**config.mk**
```make
export PLATFORM = sky130hd
export DESIGN_NAME = polar_to_cart_cordic
export DESIGN_NICKNAME = d
export VERILOG_FILES = /design/src/rtl/polar_to_cart_cordic.sv
export SDC_FILE = /design/constraint.sdc
export NUM_CORES = 1
export LEC_CHECK = 0
export BUFFER_PORTS_ARGS = -buffer_cell sky130_fd_sc_hd__buf_2
export CAP_MARGIN = 5
export CORE_MARGIN = 2
export CORE_UTILIZATION = 40
export CTS_BUF_LIST = sky130_fd_sc_hd__clkbuf_8
export DETAILED_ROUTE_END_ITERATION = 10
export GPL_TIMING_DRIVEN = 0
export SYNTH_ARGS = -nofsm -noshare
export SYNTH_HDL_FRONTEND = slang
export SYNTH_SLANG_ARGS = --single-unit
```
**constraint.sdc**
```tcl
create_clock -name clk -period 4.85 [get_ports clk]
set_input_delay 0.485 -clock clk [delete_from_list [all_inputs] [get_ports clk]]
set_output_delay 0.485 -clock clk [all_outputs]
set_load 0.005 [all_outputs]
```
**src/rtl/polar_to_cart_cordic.sv**
```systemverilog
// Iterative rotation-mode CORDIC: polar (r, whole degrees) in, unsigned Cartesian (x, y) out.
// One micro-rotation per enabled cycle behind a start/busy/done handshake.
module polar_to_cart_cordic #(
    parameter int ITER = 12
) (
    input  logic       clk,
    input  logic       rst_n,
    input  logic       ena,
    input  logic       start,
    input  logic [7:0] r_in,
    input  logic [7:0] theta_in,
    output logic       busy,
    output logic       done,
    output logic [7:0] x_out,
    output logic [7:0] y_out
);
    localparam logic [1:0] S_IDLE    = 2'd0;
    localparam logic [1:0] S_RUN     = 2'd1;
    localparam logic [1:0] S_FINISH  = 2'd2;
    localparam logic [3:0] LAST_ITER = 4'(ITER - 1);
    // 155/256 pre-scales r by the inverse CORDIC gain, so no correction multiply at the end.
    localparam logic [15:0] GAIN_COMP = 16'd155;

    logic [1:0]         state_q, state_d;
    logic [3:0]         iter_q, iter_d;
    logic signed [17:0] x_q, x_d, y_q, y_d;
    logic signed [15:0] z_q, z_d;
    logic               done_q, done_d;
    logic [7:0]         x_out_q, x_out_d, y_out_q, y_out_d;
    logic [7:0]         theta_clamped;
    logic signed [17:0] x_shift, y_shift;

    // atan(2^-i) in degrees with 8 fraction bits.
    function automatic logic signed [15:0] atan_deg(input logic [3:0] idx);
        case (idx)
            4'd0:    atan_deg = 16'sd11520;
            4'd1:    atan_deg = 16'sd6801;
            4'd2:    atan_deg = 16'sd3593;
            4'd3:    atan_deg = 16'sd1824;
            4'd4:    atan_deg = 16'sd916;
            4'd5:    atan_deg = 16'sd458;
            4'd6:    atan_deg = 16'sd229;
            4'd7:    atan_deg = 16'sd115;
            4'd8:    atan_deg = 16'sd57;
            4'd9:    atan_deg = 16'sd29;
            4'd10:   atan_deg = 16'sd14;
            4'd11:   atan_deg = 16'sd7;
            default: atan_deg = 16'sd0;
        endcase
    endfunction

    function automatic logic [7:0] round_sat(input logic signed [17:0] v);
        logic signed [17:0] rounded;
        rounded = (v + 18'sd128) >>> 8;
        if (rounded < 18'sd0)
            round_sat = 8'd0;
        else if (rounded > 18'sd255)
            round_sat = 8'd255;
        else
            round_sat = rounded[7:0];
    endfunction

    always_comb begin
        // NOTE: every always_comb output gets a default first so no path infers a latch.
        state_d       = state_q;
        iter_d        = iter_q;
        x_d           = x_q;
        y_d           = y_q;
        z_d           = z_q;
        x_out_d       = x_out_q;
        y_out_d       = y_out_q;
        done_d        = 1'b0;
        theta_clamped = (theta_in > 8'd90) ? 8'd90 : theta_in;
        x_shift       = x_q >>> iter_q;
        y_shift       = y_q >>> iter_q;

        case (state_q)
            S_IDLE: begin
                if (start) begin
                    x_d     = signed'({2'b00, {8'd0, r_in} * GAIN_COMP});
                    y_d     = '0;
                    z_d     = signed'({theta_clamped, 8'd0});
                    iter_d  = '0;
                    state_d = S_RUN;
                end
            end
            S_RUN: begin
                // Residual angle sign picks the rotation direction; both shifts use pre-update x/y.
                if (!z_q[15]) begin
                    x_d = x_q - y_shift;
                    y_d = y_q + x_shift;
                    z_d = z_q - atan_deg(iter_q);
                end else begin
                    x_d = x_q + y_shift;
                    y_d = y_q - x_shift;
                    z_d = z_q + atan_deg(iter_q);
                end
                iter_d = iter_q + 4'd1;
                if (iter_q == LAST_ITER)
                    state_d = S_FINISH;
            end
            S_FINISH: begin
                x_out_d = round_sat(x_q);
                y_out_d = round_sat(y_q);
                done_d  = 1'b1;
                state_d = S_IDLE;
            end
            default: state_d = S_IDLE;
        endcase
    end

    // NOTE: sequential state uses non-blocking assignments so every flop samples pre-edge values.
    always_ff @(posedge clk or negedge rst_n) begin
        if (!rst_n) begin
            state_q <= S_IDLE;
            iter_q  <= '0;
            x_q     <= '0;
            y_q     <= '0;
            z_q     <= '0;
            done_q  <= 1'b0;
            x_out_q <= '0;
            y_out_q <= '0;
        end else if (ena) begin
            state_q <= state_d;
            iter_q  <= iter_d;
            x_q     <= x_d;
            y_q     <= y_d;
            z_q     <= z_d;
            done_q  <= done_d;
            x_out_q <= x_out_d;
            y_out_q <= y_out_d;
        end
    end

    assign busy  = (state_q != S_IDLE);
    assign done  = done_q;
    assign x_out = x_out_q;
    assign y_out = y_out_q;

endmodule

```
# --- Yosys cells after proc, flatten, opt, wreduce, memory -nomap -nowiden ---
# Memory sizes are Yosys's and may differ from the RTL's.
# Cells that the tools add are included.
totals:
  regBits: 75
  latch_bits: 0
  mem_bits_rw: 0
  romBits: 448
  inputBits: 20
  output_inout_bits: 18
  word_cells: 62
  memories: 2
mem_list:
  columns: ["memory", "depth", "word_bits", "rd", "rd_ports_with_merged_regs", "wr", "line_no", "text"]
  rows:
  - ["(no name shown)", 16, 14, 1, 0, 0, "35", "case (idx)"]
  - ["(no name shown)", 16, 14, 1, 0, 0, "35", null]
op_classes:
  addsub: 9
  n_mul: 1
  n_div: 0
  order_cmp: 5
  n_eq_ne: 5
  shifts: 2
  n_mux: 24
  n_bitwise: 0
  reduce_logical: 6
op_table:
  columns: ["operator", "n"]
  rows:
  - ["$mux W16", 6]
  - ["$mux W18", 4]
  - ["$pmux W18 S2", 2]
  - ["$mux W8", 5]
  - ["$add A18 B18 Y18", 2]
  - ["$add A18 B9 Y18 const B", 2]
  - ["$sshr A18 B4 Y18", 2]
  - ["$sub A18 B18 Y18", 2]
  - ["$pmux W16 S2", 1]
  - ["$gt A10 B9 Y1 const B", 2]
  - ["$lt A10 B1 Y1 const B", 2]
  - ["$add A16 B16 Y16", 1]
  - ["$mul A8 B8 Y16 const B", 1]
  - ["$sub A16 B16 Y16", 1]
  - ["$gt A8 B7 Y1 const B", 1]
  - ["$pmux W4 S2", 1]
  - ["$reduce_and A3 Y1", 2]
  - ["$add A4 B1 Y4 const B", 1]
  - ["$eq A4 B4 Y1 const B", 1]
  - ["$mux W2", 2]
  - ["$mux W4", 1]
  - ["$ne A2 B2 Y1 const B", 2]
  - ["$pmux W2 S2", 1]
  - ["$reduce_bool A2 Y1", 2]
  - ["other kinds (5)", 5]

# --- Depth between registers and ports, before layout ---
# Gate-level depths: netlist (run 1).
# An unclocked memory read counts as a cell.
logic_depth:
  ltp_word: 6
  depth_mapped: 23
  mapped_depth_nobuf: 20

# --- Worst setup path before layout (run 1) ---
# OpenSTA, ideal clock, no wires.
synth_path:
  kind: "register to register"
  start: "register iter_q[2]"
  end: "register z_q[15]"
  t_arrival_ns: 4.655
  required_time_ns: 4.717
  path_slack_ns: 0.062
  stages_incl_launch_ff: 21
  path_buffers: 4
  cell_sequence: "dfrtp_1 buf_2 buf_1 buf_2 buf_1 mux2_2 a21oi_1 ha_1 inv_1 nor3_1 nor2_1 xor2_1 ha_1 a211o_1 a2111o_1 a31oi_1 o21ai_0 o22ai_1 nand2b_1 mux2i_1 o21ai_0"
synth_via:
  elab_chain_cells: 6
  elab_cells_between_ends: 10
synth_lines:
  columns: ["element", "line_no", "text"]
  rows:
  - ["start, declared", "25", "logic [3:0] iter_q, iter_d;"]
  - ["start signal, assigned", "125", "iter_q <= iter_d;"]
  - ["$mem_v2 Z16 W14", null, null]
  - ["$mux W16", "89", "if (!z_q[15]) begin"]
  - ["$mux W16", "77", "case (state_q)"]
  - ["$sub A16 B16 Y16 / $add A16 B16 Y16 (equally long branches)", "92, 96", null]
  - ["$mux W16 (*)", "89", null]
  - ["$pmux W16 S2 (*)", "77", null]
  - ["end signal, assigned", "128", "z_q <= z_d;"]
  - ["end, declared", "27", "logic signed [15:0] z_q, z_d;"]
# Mark *: on every way between the ends. The rest lies on a longest branch, timed or not. The select of a mux whose other input is x is not followed.
# A chain may end at the register's enable or synchronous reset.

# --- Worst setup path after layout (run 1) ---
layout_path:
  start: "register iter_q[0]"
  end: "register y_q[16]"
layout_via:
  elab_chain_cells: 4
  elab_cells_between_ends: 5
layout_lines:
  columns: ["element", "line_no", "text"]
  rows:
  - ["$sshr A18 B4 Y18 (*)", "74", "x_shift = x_q >>> iter_q;"]
  - ["$add A18 B18 Y18 / $sub A18 B18 Y18 (equally long branches)", "91, 95", null]
  - ["$mux W18 (*)", "89", null]
  - ["$pmux W18 S2 (*)", "77", null]
  - ["end signal, assigned", "127", "y_q <= y_d;"]
  - ["end, declared", "26", "logic signed [17:0] x_q, x_d, y_q, y_d;"]
# Mark *: on every way between the ends. The rest lies on a longest branch, timed or not.

==> flow_summary.toml, run 1 <==
[synthesis]
synthTopCellsByArea = "dfrtp_1, ha_1, mux4_2, xnor2_1, nand2_1"
avgSynthCellArea_sq_um = 8.45
synth_top_area_cell = "dfrtp_1"
async_flop_share_pct = 100
synth_common_cells = "nand2_1, ha_1, inv_1"
ys.flop_type = "dfrtp_1"
yosysWarnings = 0
syn_area_sq_um = 9720
ys_ff_latch = 75
synthCells = 1150
yosysTopAreaCellShare_pct = 19.3
synth.yosys.seq_area_share_pct = 19.3
synth_fp_nets = 1285
synth_cell_types = 71
synth_edf_count = 0
yosysMostFrequentCell = "nand2_1"

[sta]
hold_viol = 0
whs_ns = 0.412
clock.fmax_mhz = 210
setup_viol = 0
finalCritPeriodShare_pct = 98.1
slew_viol_final = 0
period_needed_ns = 4.76
rsz0062_at_grt = "true"
worst_slew_pin_slew_ns = 1.07
slew_headroom_pct = 28.7
clock_skew_ns = 0.0150

[worst_setup_path]
crit_chain = "buf_6 -> buf_4 -> mux4_2 -> mux4_2 -> or4_4 -> nor3_4 -> and3b_1 -> nor2_1 -> xor2_1 -> ha_1 -> a21o_1 -> a21o_1 -> o21a_1 -> or3_1 -> a32o_1"
crit_type = "flip-flop to flip-flop"
worst_setup_path_end_kind = "flip-flop"
worst_ep_required_time_ns = 5.13
start_kind = "flip-flop"
critPathSlowestCell = "mux4_2"
rrSetupSlack_ns = 0.09
crit_fanout = 6
worstPathArrival_ns = 5.04
rr_endpoint = "y_q[16]$_DFFE_PN0P_"
rr_worst_depth = 15
cpPeakStageDelay_ns = 0.57
r2r_start = "iter_q[0]$_DFFE_PN0P_"

[placed_design]
place_hpwl_um = 22700
port_buffers = 37
dp_cells = 1512
gp_congestion = 1.13

[clock_tree]
cts-root-buf = "clkbuf_8"
clk_pin_slew_ns = 0.09
cts_num_sinks = 75
h-tree-depth = 3
clkLatencyLatePin_ns = 0.39
clockBufferDepth = 2
cts_tree = "yes"
numCtsBuffers = 9

[route]
drc_errors = 0
detail_route.wirelength_um = 30200
drt_iter0_drc = 829
vias = 9008
viasPerCell = 5.79
ant_nets = 0
wl_per_cell_um = 19.4
firstDrtPassIters = 5

[global_routing]
grt_usage_pct = 23.5
grt_pass1_wl_um = 47400
grt_pass1_vias = 8518
antenna_found_initial = 0
overflow = 0
grt_start_max_net_pins = 55

[floorplanning]
die_h_um = 160
fp.dieW_um = 160
placement_rows = 57
ioPinCount = 38
coreArea_sq_um = 24100
initial_utilization_pct = 40.3
dieArea_sq_um = 25600

[flow_run]
drv_cap = 0

[hold_path]
hold_path_depth = 3
hold_class = "primary input to flip-flop"
min_to = "x_q[0]$_DFFE_PN0P_"
holdCritStartpoint = "r_in[0]"

[cells_and_area]
area_growth_pct = 14.2
n_antenna_cell = 0
drive_gt1_share_pct = 17.3
fin_nets = 1362
fin_cells = 1556

[status]
status = "completed"
==> worst max path at each step <==
stage / start / cells past startpoint / slack [ns] / end
3_5_place_dp: iter_q[0]$_DFFE_PN0P_ / 21 / -1.05 / x_q[17]$_DFFE_PN0P_
4_1_cts: iter_q[3]$_DFFE_PN0P_ / 20 / 0.007 / z_q[15]$_DFFE_PN0P_
2_1_floorplan: iter_q[2]$_DFFE_PN0P_ / 20 / 0.06 / z_q[15]$_DFFE_PN0P_
3_3_place_gp: iter_q[2]$_DFFE_PN0P_ / 20 / -0.99 / z_q[15]$_DFFE_PN0P_
6_report: iter_q[0]$_DFFE_PN0P_ / 15 / 0.09 / y_q[16]$_DFFE_PN0P_
5_1_grt: iter_q[1]$_DFFE_PN0P_ / 23 / -0.09 / x_q[17]$_DFFE_PN0P_
==> cells by family after synthesis <==
kind of cell	after synthesis	share of synthesized area [%]
muxes	83	13.8
buffers and inverters	160	6.54
AOI/OAI and AO/OA	303	20.0
and+or+nand+nor	310	14.8
adders and majority gates	115	16.1
xor gates and xnor gates	104	9.37
DFF	75	19.3
==> flip-flops by register name, indices dropped and copies added, names as in the netlist <==
signal	flops
x_out	8
iter_q	4
done	1
z_q	16
x_q	18
y_out	8
state_q	2
y_q	18
==> layer usage <==
metal	routed length (um)	part of all wire [%]	global-route usage, %	vias up
met5	0	0	0	-
met4	936	3.1	7.25	0
met3	2400	7.9	6.34	71
met1	13600	45	32.2	4316
met2	13200	44	36.4	370
li1	-	-	-	4251
==> metrics by stage <==
stage | utilization [%] | TNS [ns] | area, sq um | setup WS, ns
2_1_floorplan | - | 0 | 9720 | 0.0620
3_3_place_gp | 42.8 | -9.29 | 10300 | -0.992
3_5_place_dp | 42.9 | -10.20 | 10300 | -1.05
4_1_cts | 44.7 | 0 | 10800 | 0.00743
5_1_grt | 46.1 | -0.184 | 11100 | -0.0916
6_report | 46.1 | 0 | 11100 | 0.0930
==> cells in the final DEF, fill, tap and decap left out, types with 11 or more instances in the layout <==
cell | synthesis | layout
nand2_1 | 116 | 115
ha_1 | 98 | 96
inv_1 | 89 | 88
nor2_1 | 84 | 81
dfrtp_1 | 75 | 74
o21ai_0 | 76 | 65
xnor2_1 | 62 | 62
a21oi_1 | 64 | 57
xor2_1 | 42 | 42
mux4_2 | 39 | 39
buf_2 | 7 | 37
clkbuf_1 | 50 | 33
buf_4 | 3 | 31
mux2i_1 | 32 | 30
a21o_1 | 24 | 24
a31oi_1 | 25 | 23
nor2b_1 | 19 | 17
fa_1 | 17 | 17
nand2b_1 | 15 | 15
nor3_1 | 17 | 14
o22ai_1 | 15 | 13
and3_1 | 15 | 13
clkbuf_2 | 0 | 11
o21a_1 | 11 | 11
o21ai_1 | 1 | 11
o21bai_1 | 11 | 11
==> cell type report <==
| cell class | count | area [sq um] |
|---|---|---|
| Sequential cell | 75 | 1880 |
| Multi-Input combinational cell | 915 | 7410 |
| Fill cell | 2448 | 13000 |
| Timing Repair Buffer | 69 | 450 |
| Inverter | 93 | 354 |
| Clock buffer | 9 | 124 |
| Buffer | 64 | 412 |
| Tap cell | 324 | 405 |
| Clock inverter | 7 | 68.8 |
==> worst max-delay path: cells and delay by family, from the launching register on <==
family / cells / cell delay, ns
flip-flops: 1 / 0.41
AO/OA/AOI/OAI: 4 / 0.83
adder cells (fa/ha/maj): 1 / 0.35
buffers and inverters: 2 / 0.32
XOR/XNOR: 1 / 0.20
AND/OR/NAND/NOR: 5 / 1.41
multiplexers: 2 / 1.13
==> repair_timing <==
action,4_1_cts,5_1_grt
gates resized for setup,54,66
setup endpoints to repair,20,19
hold endpoints to repair,21,0
buffers inserted,6,24
hold buffers,1,0
pin swaps,9,23
Power of run 1 is left out: the tool's default activity adds up to more than one toggle a clock period on the data nets, which glitch-free logic cannot reach.
==> run 2: changes to the inputs <==
--- a/config.mk
+++ b/config.mk
@@ -7,11 +7,14 @@
 export LEC_CHECK = 0
 export BUFFER_PORTS_ARGS = -buffer_cell sky130_fd_sc_hd__buf_2
 export CAP_MARGIN = 5
+export CELL_PAD_IN_SITES_DETAIL_PLACEMENT = 1
+export CELL_PAD_IN_SITES_GLOBAL_PLACEMENT = 1
 export CORE_MARGIN = 2
 export CORE_UTILIZATION = 40
 export CTS_BUF_LIST = sky130_fd_sc_hd__clkbuf_8
 export DETAILED_ROUTE_END_ITERATION = 10
 export GPL_TIMING_DRIVEN = 0
+export PLACE_DENSITY_LB_ADDON = 0.1
 export SYNTH_ARGS = -nofsm -noshare
 export SYNTH_HDL_FRONTEND = slang
 export SYNTH_SLANG_ARGS = --single-unit
==> flow_summary.toml, run 2 (synthesized netlist as in run 1, its figures left out) <==
[worst_setup_path]
crit_type = "flip-flop to flip-flop"
crit_chain = "buf_12 -> buf_12 -> buf_6 -> buf_6 -> mux4_2 -> a22o_1 -> a21oi_4 -> nand3_1 -> nor2b_1 -> a31oi_1 -> xor2_1 -> ha_4 -> nand4_1 -> or3_1 -> a31oi_2 -> o21ai_1 -> a31oi_1 -> a31oi_1 -> o21ai_1 -> xnor2_1 -> buf_4 -> o22ai_1"
worstPathArrival_ns = 5.02
cp-startpoint = "iter_q[0]$_DFFE_PN0P_"
start_kind = "flip-flop"
crit_fanout = 10
worst_ep_required_time_ns = 5.13
path_common_cell = "a31oi_1"
r2r_start = "iter_q[0]$_DFFE_PN0P_"
worst_setup_path_end_kind = "flip-flop"
critPathSlowestCell = "dfrtp_1"
cpPeakStageDelay_ns = 0.42

[cells_and_area]
ff_latch_area_sq_um = 1880
fill_cells = 2928
mostFrequentLayoutCell = "nand2_1"
multiInputGateArea_sq_um = 7450
fin_nets = 1362
top_regs = "x_q: 18 flops, y_q: 18 flops, z_q: 16 flops"
n_antenna_cell = 0
drive_gt1_share_pct = 18.0
final_cell_mix = "nand2_1, ha_1, inv_1"
area_growth_pct = 14.9
final_util_pct = 46.3

[sta]
rsz0062_at_grt = "true"
hold_viol = 0
slew_viol_final = 0
clock.fmax_mhz = 211
clock_skew_ns = 0.0193
setup_slack_ns = 0.107
finalCritPeriodShare_pct = 97.8
period_needed_ns = 4.74
setup_viol = 0
worst_slew_pin_slew_ns = 1.30
slew_headroom_pct = 13.1

[floorplanning]
die_h_um = 160
placement_rows = 57
ioPinCount = 38
fp.dieW_um = 160
coreArea_sq_um = 24100
dieArea_sq_um = 25600
initial_utilization_pct = 40.3

[clock_tree]
clockBufferDepth = 2
h-tree-depth = 3
clkLatencyLatePin_ns = 0.41
clk_pin_slew_ns = 0.11
numCtsBuffers = 9
cts-root-buf = "clkbuf_8"
cts_num_sinks = 75
ctsHoldBuffers = 0
cts_tree = "yes"

[flow_run]
drv_cap = 0

[route]
firstDrtPassIters = 5
viasPerCell = 5.91
drc_errors = 0
met2WireLength_um = 16300
wirelength_met1_um = 15200
drt_iter0_drc = 612
vias = 9201
dr_wl_met3_um = 1630
detail_route.wirelength_um = 34500
ant_nets = 0
routed.top_layer = "met4"
wl_per_cell_um = 22.1

[placed_design]
port_buffers = 37
gp_congestion = 0.991
place_hpwl_um = 26100
dp_slack_ns = -1.14

[status]
status = "completed"

[global_routing]
overflow = 0
grt_start_max_net_pins = 39
antenna_found_initial = 1
grt_pass1_vias = 9369
grt_pass1_wl_um = 53600
grt_usage_pct = 26.9

[hold_path]
hold_class = "primary input to asynchronous set/reset pin"
==> run 2: changes by cell type in the layout (fill, tap and decap cells not counted), sizes merged <==
cell and delta:
buf +4, bufinv -1, dlygate4sd3 -1, inv +4
clkinv -4, clkbuf -3, clkinvlp +1
==> run 2: final cells by class <==
class / count / share of cell area, %
buffer: 64 / 3.81
timing repair buffer: 69 / 4.12
clock buffer: 9 / 1.11
tap: 324 / 3.63
clock inverter: 7 / 0.538
inverter: 93 / 3.19
sequential: 75 / 16.8
multi-input combinational: 915 / 66.8
==> run 2: critical path, delay by kind of cell (launching register included) <==
family / cells / cell delay, ns
simple gates: 4 / 0.77
compound gates: 9 / 1.59
buf+inv: 5 / 0.82
fa+ha+maj: 1 / 0.32
mux: 1 / 0.29
xor+xnor: 2 / 0.38
flops: 1 / 0.42
==> run 2: path summary, 6_finish.rpt <==
check | slack, ns | endpoint | cells after the start
max in group asynchronous | 4.16 | iter_q[2]$_DFFE_PN0P_ | 2
worst min register to register | 0.48 | y_out[4]$_DFFE_PN0P_ | 1
min in group clk | 0.38 | x_q[0]$_DFFE_PN0P_ | 3
worst min-delay path | 0.05 | y_q[11]$_DFFE_PN0P_ | 1
worst max-delay path | 0.11 | x_q[17]$_DFFE_PN0P_ | 22
worst max register to register | 0.11 | x_q[17]$_DFFE_PN0P_ | 22
==> run 2: repair_timing <==
item	4_1_cts	5_1_grt
buffers inserted	9	22
pin swaps	9	22
gates resized for setup	63	73
setup endpoints to repair	25	18
==> run 2: per-stage QoR <==
step / cell area [sq um] / TNS, ns / hold WS [ns] / instances
after floorplan: 9720 / 0 / 0.189 / 1150
final: 11200 / 0 / 0.0479 / 1556
after detailed placement: 10300 / -12.22 / 0.461 / 1512
after global routing: 11200 / -0.395 / 0.0822 / 1556
after CTS: 10800 / -0.00972 / 0.0767 / 1535
after global placement: 10300 / -11.20 / 0.454 / 1511
==> run 2: layer usage <==
| metal | global-route usage, % | vias to the layer above |
|---|---|---|
| met4 | 9.87 | 0 |
| met3 | 3.66 | 83 |
| met5 | 0 | - |
| met2 | 45.3 | 273 |
| li1 | - | 4275 |
| met1 | 35.4 | 4570 |
Power of run 2 is left out for the same reason.
==> run 3: changes to the inputs <==
--- a/config.mk
+++ b/config.mk
@@ -5,6 +5,7 @@
 export SDC_FILE = /design/constraint.sdc
 export NUM_CORES = 1
 export LEC_CHECK = 0
+export ABC_AREA = 1
 export BUFFER_PORTS_ARGS = -buffer_cell sky130_fd_sc_hd__buf_2
 export CAP_MARGIN = 5
 export CELL_PAD_IN_SITES_DETAIL_PLACEMENT = 1
@@ -13,6 +14,7 @@
 export CORE_UTILIZATION = 40
 export CTS_BUF_LIST = sky130_fd_sc_hd__clkbuf_8
 export DETAILED_ROUTE_END_ITERATION = 10
+export GPL_ROUTABILITY_DRIVEN = 0
 export GPL_TIMING_DRIVEN = 0
 export PLACE_DENSITY_LB_ADDON = 0.1
 export SYNTH_ARGS = -nofsm -noshare
==> constraint.sdc (replaced) <==
create_clock -name clk -period 3.85 [get_ports clk]
set_input_delay 0.385 -clock clk [delete_from_list [all_inputs] [get_ports clk]]
set_output_delay 0.385 -clock clk [all_outputs]
set_load 0.005 [all_outputs]
==> flow_summary.toml, run 3 <==
[worst_setup_path]
rrSetupSlack_ns = -0.07
start_kind = "flip-flop"
worst_ep_required_time_ns = 4.13
worst_setup_path_end_kind = "flip-flop"
cp-startpoint = "iter_q[0]$_DFFE_PN0P_"
rr_worst_depth = 25
crit_path_end = "z_q[13]$_DFFE_PN0P_"
worstPathArrival_ns = 4.20
crit_type = "flip-flop to flip-flop"
crit_fanout = 6
r2r_start = "iter_q[0]$_DFFE_PN0P_"
rr_endpoint = "z_q[13]$_DFFE_PN0P_"

[synthesis]
yosysWarnings = 0
synth_cell_types = 54
synth_xor_area_share_pct = 5.75
synth.yosys.seq_area_share_pct = 18.9
yosys.area_share.simple_pct = 32.4
synth_common_cells = "nand2_1, inv_1, nand3_1"
yosysTopAreaCellShare_pct = 18.9
ys.flop_type = "dfrtp_1"
synth_top_family_by_area = "simple AND/OR/NAND/NOR gates"
yosysMostFrequentCell = "nand2_1"
synth_top_area_cell = "dfrtp_1"
synthTopCellsByArea = "dfrtp_1, nand2_1, ha_1, nand3_1, inv_1"
synth_fp_nets = 1686
ys_ff_latch = 75
async_flop_share_pct = 100
synth_adder_area_share_pct = 15.8
syn_area_sq_um = 9910
avgSynthCellArea_sq_um = 6.39
synth_compound_area_share_pct = 16.8
synthMuxAreaShare_pct = 0
synth_edf_count = 0
synthCells = 1551

[cells_and_area]
mostFrequentLayoutCell = "nand2_1"
drive_gt1_share_pct = 27.8
top_regs = "x_q: 18 flops, y_q: 18 flops, z_q: 16 flops"
area_growth_pct = 31.0
n_antenna_cell = 0
final_cell_mix = "nand2_1, inv_1, nand3_1"
ff_latch_area_sq_um = 1880
fin_nets = 1818
fill_cells = 3144
multiInputGateArea_sq_um = 8440

[hold_path]
hold_class = "primary input to flip-flop"
hold_path_depth = 3

[placed_design]
port_buffers = 37
place_hpwl_um = 29600

[clock_tree]
cts-root-buf = "clkbuf_8"
clkLatencyLatePin_ns = 0.41
clockBufferDepth = 2
clk_pin_slew_ns = 0.09
cts_tree = "yes"
cts_num_sinks = 75
h-tree-depth = 3
numCtsBuffers = 9

[sta]
period_needed_ns = 3.92
fin_setup_tns_ns = -0.208
clock.fmax_mhz = 255
worst_slew_pin_slew_ns = 1.03
rsz0062_at_grt = "true"
setup_slack_ns = -0.0676
finalCritPeriodShare_pct = 102
slew_headroom_pct = 31.5
slew_viol_final = 0
setup_viol = 5
hold_viol = 0
clock_skew_ns = 0.0247

[flow_run]
drv_cap = 0

[route]
drt_iter0_drc = 567
ant_nets = 0
drc_errors = 0
viasPerCell = 5.72
vias = 11500
firstDrtPassIters = 4
wl_per_cell_um = 20.8
detail_route.wirelength_um = 41900

[floorplanning]
coreArea_sq_um = 24300
ioPinCount = 38
initial_utilization_pct = 40.7
die_h_um = 161
fp.dieW_um = 161
dieArea_sq_um = 26000
placement_rows = 57

[global_routing]
grt_pass1_vias = 11500
grt_pass1_wl_um = 60900
antenna_found_initial = 0
grt_start_max_net_pins = 40
grt_usage_pct = 29.9
overflow = 0

[status]
violations = "negative setup slack"
status = "finished, violations left"
-- run 3: repair_timing --
| action | CTS | global route |
|---|---|---|
| endpoints found under the hold margin | 13 | 0 |
| endpoints found under the setup margin | 36 | 32 |
| setup buffers | 25 | 58 |
| pin swaps | 24 | 121 |
| hold buffers | 1 | 0 |
| gates resized for setup | 91 | 334 |
-- run 3: logic make-up (layout without fill, tap and decap cells) --
family	count (synthesis)	count (layout)
fa+ha+maj	115	115
compound gates	291	291
buf+inv	258	395
simple gates	747	747
xor+xnor	65	65
flops	75	75
-- run 3: metal layers --
metal | part of all wire [%] | GRT usage (%) | vias up
li1 | - | - | 5399
met1 | 42 | 37.0 | 5680
met2 | 50 | 54.2 | 307
met3 | 4.1 | 3.21 | 123
met4 | 4.5 | 9.74 | 0
met5 | 0 | 0 | -
-- run 3: worst min-delay path by stage --
| stage | start | to | slack (ns) |
|---|---|---|---|
| 2_1_floorplan | rst_n | done$_DFFE_PN0P_ | 0.09 |
| 3_5_place_dp | rst_n | z_q[6]$_DFFE_PN0P_ | 0.42 |
| 4_1_cts | theta_in[5] | z_q[13]$_DFFE_PN0P_ | 0.25 |
| 5_1_grt | theta_in[5] | z_q[13]$_DFFE_PN0P_ | 0.30 |
| 6_report | theta_in[5] | z_q[13]$_DFFE_PN0P_ | 0.25 |
| 3_3_place_gp | done$_DFFE_PN0P_ | done$_DFFE_PN0P_ | 0.46 |
-- run 3: stage by stage --
step                hold slack (ns)  worst slack, ns  cell area, sq um  util, %  std cells
floorplan                    0.0894            0.237              9910        -       1551
global placement              0.459           -0.820             10500     43.2       1912
detailed placement            0.417           -0.848             10500     43.3       1913
CTS                           0.252          -0.0124             11300     46.3       1955
global route                  0.304           -0.248             13000     53.4       2012
finish                        0.251          -0.0676             13000     53.4       2012
-- run 3: worst max-delay path, cell delays in order (launching register included) --
cell and delay (ns):
dfrtp_1 0.37, buf_6 0.14, inv_4 0.05, buf_6 0.12
buf_12 0.13, buf_6 0.14, ha_2 0.18, nor2_2 0.10
inv_2 0.05, o211ai_1 0.11, o21ai_2 0.15, inv_1 0.08
nand3b_1 0.19, o31ai_4 0.35, o21ai_2 0.12, xor2_2 0.22
ha_4 0.34, inv_1 0.07, o21ai_2 0.19, inv_1 0.10
o21ai_2 0.15, a21oi_2 0.05, nand3_1 0.10, nand3_2 0.10
o211ai_1 0.12, nand2_1 0.07
-- run 3: area by class of cell --
type                            instances  share of cell area (%)
Sequential cell                        75                    14.5
Clock inverter                          4                   0.376
Timing Repair Buffer                  122                    6.91
Inverter                              205                    6.05
Tap cell                              324                    3.12
Clock buffer                           12                    1.27
Buffer                                 52                    2.79
Multi-Input combinational cell       1218                    65.0
Power of run 3 is left out for the same reason.
